===== config.mk =====
export PLATFORM = sky130hd
export DESIGN_NAME = aoi21_arc_exerciser
export DESIGN_NICKNAME = d
export VERILOG_FILES = /design/src/rtl/aoi21_arc_exerciser.sv
export SDC_FILE = /design/constraint.sdc
export NUM_CORES = 1
export LEC_CHECK = 0
export CAP_MARGIN = 20
export CORE_MARGIN = 2
export CORE_UTILIZATION = 51
export CTS_CLUSTER_DIAMETER = 200
export DETAILED_ROUTE_END_ITERATION = 8
export GPL_TIMING_DRIVEN = 0
export PLACE_DENSITY = 0.78
export SLEW_MARGIN = 20
export SYNTH_ARGS = -nofsm -noshare
export SYNTH_HDL_FRONTEND = slang
export SYNTH_SLANG_ARGS = --single-unit
export TNS_END_PERCENT = 5

===== constraint.sdc =====
create_clock -name CLK -period 2.5 [get_ports CLK]
set_input_delay 0.25 -clock CLK [delete_from_list [all_inputs] [get_ports CLK]]
set_output_delay 0.25 -clock CLK [all_outputs]
set_load 0.01 [all_outputs]

===== src/rtl/aoi21_arc_exerciser.sv =====
// aoi21_arc_exerciser: sweeps the 15 timing-arc vectors of an aoi21 cell and checks ZN against !((A1&A2)|B).
module aoi21_arc_exerciser #(
  parameter int SETTLE = 2
) (
  input  logic       CLK,
  input  logic       RN,
  input  logic       start,
  input  logic       dut_zn,
  output logic       dut_a1,
  output logic       dut_a2,
  output logic       dut_b,
  output logic       busy,
  output logic       done,
  output logic       pass,
  output logic [3:0] err_cnt,
  output logic [3:0] first_fail,
  output logic [3:0] step
);
  typedef enum logic [1:0] {IDLE, DRIVE, SAMPLE, DONE} state_t;
  state_t r_state, w_next;
  logic [3:0] r_step, r_cnt, r_err, r_ff, w_nstep, w_err_n;
  logic [2:0] r_vec, w_nvec;
  logic r_pass, w_settled, w_miss, w_go, w_last;
  // {A1,A2,B}: the middle step of each arc raises the toggled input
  function automatic logic [2:0] arc_vec(input logic [3:0] s);
    logic t;
    t = s == 4'd1 || s == 4'd4 || s == 4'd7 || s == 4'd10 || s == 4'd13;
    return s < 4'd3 ? {t, 2'b10} : s < 4'd6 ? {1'b1, t, 1'b0} : s < 4'd9 ? {2'b00, t} :
           s < 4'd12 ? {2'b01, t} : {2'b10, t};
  endfunction
  always_comb begin
    w_go = r_state == IDLE && start;
    w_last = r_step == 4'd14;
    w_settled = r_cnt == 4'(SETTLE - 1);
    w_miss = dut_zn != ~((r_vec[2] & r_vec[1]) | r_vec[0]);
    busy = r_state == DRIVE || r_state == SAMPLE;
    done = r_state == DONE;
    w_next = r_state;
    case (r_state)
      IDLE:    w_next = start ? DRIVE : IDLE;
      DRIVE:   w_next = w_settled ? SAMPLE : DRIVE;
      SAMPLE:  w_next = w_last ? DONE : DRIVE;
      default: w_next = IDLE;
    endcase
    w_nstep = w_go ? 4'd0 : (r_state == SAMPLE && !w_last) ? r_step + 4'd1 : r_step;
    w_nvec = (w_next == DRIVE || w_next == SAMPLE) ? arc_vec(w_nstep) : 3'b000;
    w_err_n = (r_state == SAMPLE && w_miss && r_err != 4'hF) ? r_err + 4'd1 : r_err;
  end
  always_ff @(posedge CLK or negedge RN)
    if (!RN) r_state <= IDLE;
    else r_state <= w_next;
  always_ff @(posedge CLK or negedge RN)
    if (!RN) begin
      r_step <= 4'd0;
      r_cnt <= 4'd0;
      r_vec <= 3'b000;
      r_err <= 4'd0;
      r_ff <= 4'hF;
      r_pass <= 1'b0;
    end else begin
      r_step <= w_nstep;
      r_vec <= w_nvec;
      r_cnt <= (r_state == DRIVE && !w_settled) ? r_cnt + 4'd1 : 4'd0;
      if (w_go) begin
        r_err <= 4'd0;
        r_ff <= 4'hF;
        r_pass <= 1'b0;
      end else begin
        r_err <= w_err_n;
        if (r_state == SAMPLE && w_miss && r_ff == 4'hF) r_ff <= r_step;
        if (r_state == SAMPLE && w_last) r_pass <= w_err_n == 4'd0;
      end
    end
  assign {dut_a1, dut_a2, dut_b} = r_vec;
  assign step = r_step;
  assign err_cnt = r_err;
  assign first_fail = r_ff;
  assign pass = r_pass;
endmodule


==> results.md <==
- Status: finished, final reports clean
- Synth cell count leaders: 18 x dfrtp_1, 16 x nand2_1, 14 x nor2_1, 9 x ha_1
- Peak fanout along the critical path: 7
- Final Total Pwr: ~830 uW
- Antenna fix cells: 0
- Synthesized cell area: 1260 sq um
- PortBufs: 21
- Slew HR: 37.0%
- Max Root-Sink Buffers: 2
- EDFF count, synth: 0
- Dominant cells by area after synthesis: dfrtp_1 36%, ha_1 8.9%, dfstp_2 8.3%
- Synth async-reset ratio: between 90% and 100%
- Number of global-route vias before repair: 949
- # IOs: 22
- Initial antenna violation count: 0
- Hold WS: 0.455 ns
- Post-synth top flop: dfrtp_1
- Initial Utilization: 52.3%
- Post-Route WL: roughly 2600 um
- TritonCTS buffer count: 3
- Later-pin clock latency in the skew report: 0.30 ns
- Initial DRC count: 24
- DRC: 0
- Fin crit period: roughly 2.3 ns
- Final core occ: between 60% and 70%
- Synth unique cells: 42
- Critical Path RT: 2.73 ns
- Hold-fix buffers at CTS: 0
- Vias: 1037
- Synth Register Bits: 22
- Post CTS Setup Buffer Count: 0
- FF-to-FF setup slack: 0.21 ns
- Layout cell share with drive strength beyond 1: 11.1%
- GP Congestion: 0.756
- Routed len/inst: approximately 14 um
- Post-DRT Antenna Nets: 0
- GRT Residual Overflow: 0
- Crit path arrival time: 2.51 ns
- Syn Inst Count: 128
- Die Height: between 50 and 60 um
- Crit Path Class: reg -> reg
- CTS tree: done
- Top delay family on crit path: simple AND/OR/NAND/NOR gates
- Clock transition at path regs: 0.12 ns
- Post-Syn Nets: between 100 and 150
- Placeable Area: 2410 sq um
- Crit-path max cell delay: 0.53 ns
- Min-delay worst type: in -> async
- Crit share post-route: 91.4%
- Final setup viols: 0
- Post-synth top area share: 35.7%
- Final net count: 167
- FF-to-FF path depth: 8
- Fillers: approximately 210
- CP max stage cell: or4b_1
- Register area: 556 sq um
- Worst clock skew: roughly 0.0043 ns
- Setup WS post-layout: between 0.2 and 0.25 ns
- Via-to-Cell Ratio: 5.67
- Pre-CTS setup slack: 0.249 ns
- CP Buf/Inv Count: 2
- Rows: 18
- Footprint of the multi-input gates: ~660 sq um
- Largest net degree at the start of global routing: 23
- Worst vdd ir: 0.000407 V
- Worst path cell trace: clkbuf_1, inv_1, ha_1, nand3_2, nand2_4, mux2i_1, or4b_1, a31oi_1
- Hold Violations, Final: 0
- Slew Viols, Final: 0
- Worst slew pin tran: 0.942 ns
- Pre-Repair DR Iteration Count: 4
- Die area: 2880 sq um
- RSZ-0062 raised after global routing: no
- # resized after CTS: 0
- Synth Area per Inst: a little under 10 sq um
- Yosys warns: 0
- CTS root buffer: clkbuf_4
- H-tree lvl count: 1
- Startpoint Class: flop
- Sequential area share after synthesis: between 40% and 50%
- First-pass GRT wire length: 4170 um
- MaxCap Viol Count: 0
- Leak: approximately 0.00067 uW
- Power per standard cell area: 541 nW/um^2
- TNS Setup: 0 ns
- Achievable Freq: roughly 440 MHz
- Gr usage total: 20.1%
- Hpwl dp: 1960 um
- Die W: roughly 54 um
- Clock sinks: 22
- Critical path depth in cells: 8
- Most common cell in the netlist: dfrtp_1
- CP endpoint kind: flop
- Synth area leader: dfrtp_1
- Layout area overhead: 21.7%
[path summary, 6_finish.rpt]
| path | start | to |
|---|---|---|
| min | RN | err_cnt[2] |
| max | step[0] | r_vec[0] |
| min reg2reg | first_fail[1] | first_fail[1] |
| min in group CLK | first_fail[1] | first_fail[1] |
| max in group asynchronous | RN | step[0] |
| max reg2reg | step[0] | r_vec[0] |
[routing by layer]
layer  up-vias  part of all wire, %  GRT usage, %
met5         -                    0             0
met4         0                  2.1          10.3
met3         8                  4.9          2.78
met2        28                   49          31.9
met1       499                   44          26.8
li1        502                    -             -
[sequential cells by signal, summed over array words and instances, names as in the netlist]
signal      count
step            4
pass            1
err_cnt         4
r_vec           3
r_state         2
r_cnt           4
first_fail      4
[final cells by class]
type	count	area share [%]
inverters	6	1.47
plain buffers	3	1.31
well taps	30	2.45
multi-input cells	97	43.1
flip-flops and latches	22	36.2
repair buffers	21	13.7
clock buffers	4	1.71
[power by group]
| part | switching [uW] | leakage [uW] | internal [uW] |
|---|---|---|---|
| combinational | 92.4 | 0.000384 | 117 |
| sequential | 63.5 | 0.000270 | 391 |
| clock | 103 | 0.0000150 | 62.3 |
[cells by family (layout without fill, tap and decap cells)]
group | after synthesis | after routing | synth area share [%]
XOR/XNOR | 5 | 5 | 3.48
AND/OR/NAND/NOR | 54 | 54 | 22.1
AO/OA/AOI/OAI | 24 | 24 | 12.9
flip-flops | 22 | 22 | 44.1
buffers and inverters | 9 | 34 | 3.38
adder cells (fa/ha/maj) | 9 | 9 | 8.94
multiplexers | 5 | 5 | 5.06
[stage by stage]
stage / cell area (sq um) / instances
after floorplan: 1260 / 128
after global routing: 1530 / 183
after CTS: 1530 / 183
after detailed placement: 1510 / 179
after global placement: 1510 / 179
final: 1530 / 183
[cell usage in the layout (no fill, tap or decap), types with 3 or more instances in the layout]
master           instances
nand3_1                  3
a21oi_1                  5
mux2i_1                  3
clkbuf_4                 3
ha_1                     9
nor2_1                  14
nand2_1                 16
nand4_1                  3
inv_1                    6
dfrtp_1                 18
o21ai_0                  6
dfstp_2                  4
xnor2_1                  3
clkdlybuf4s50_1         21
No activity file was read; power rests on OpenSTA's default activity.
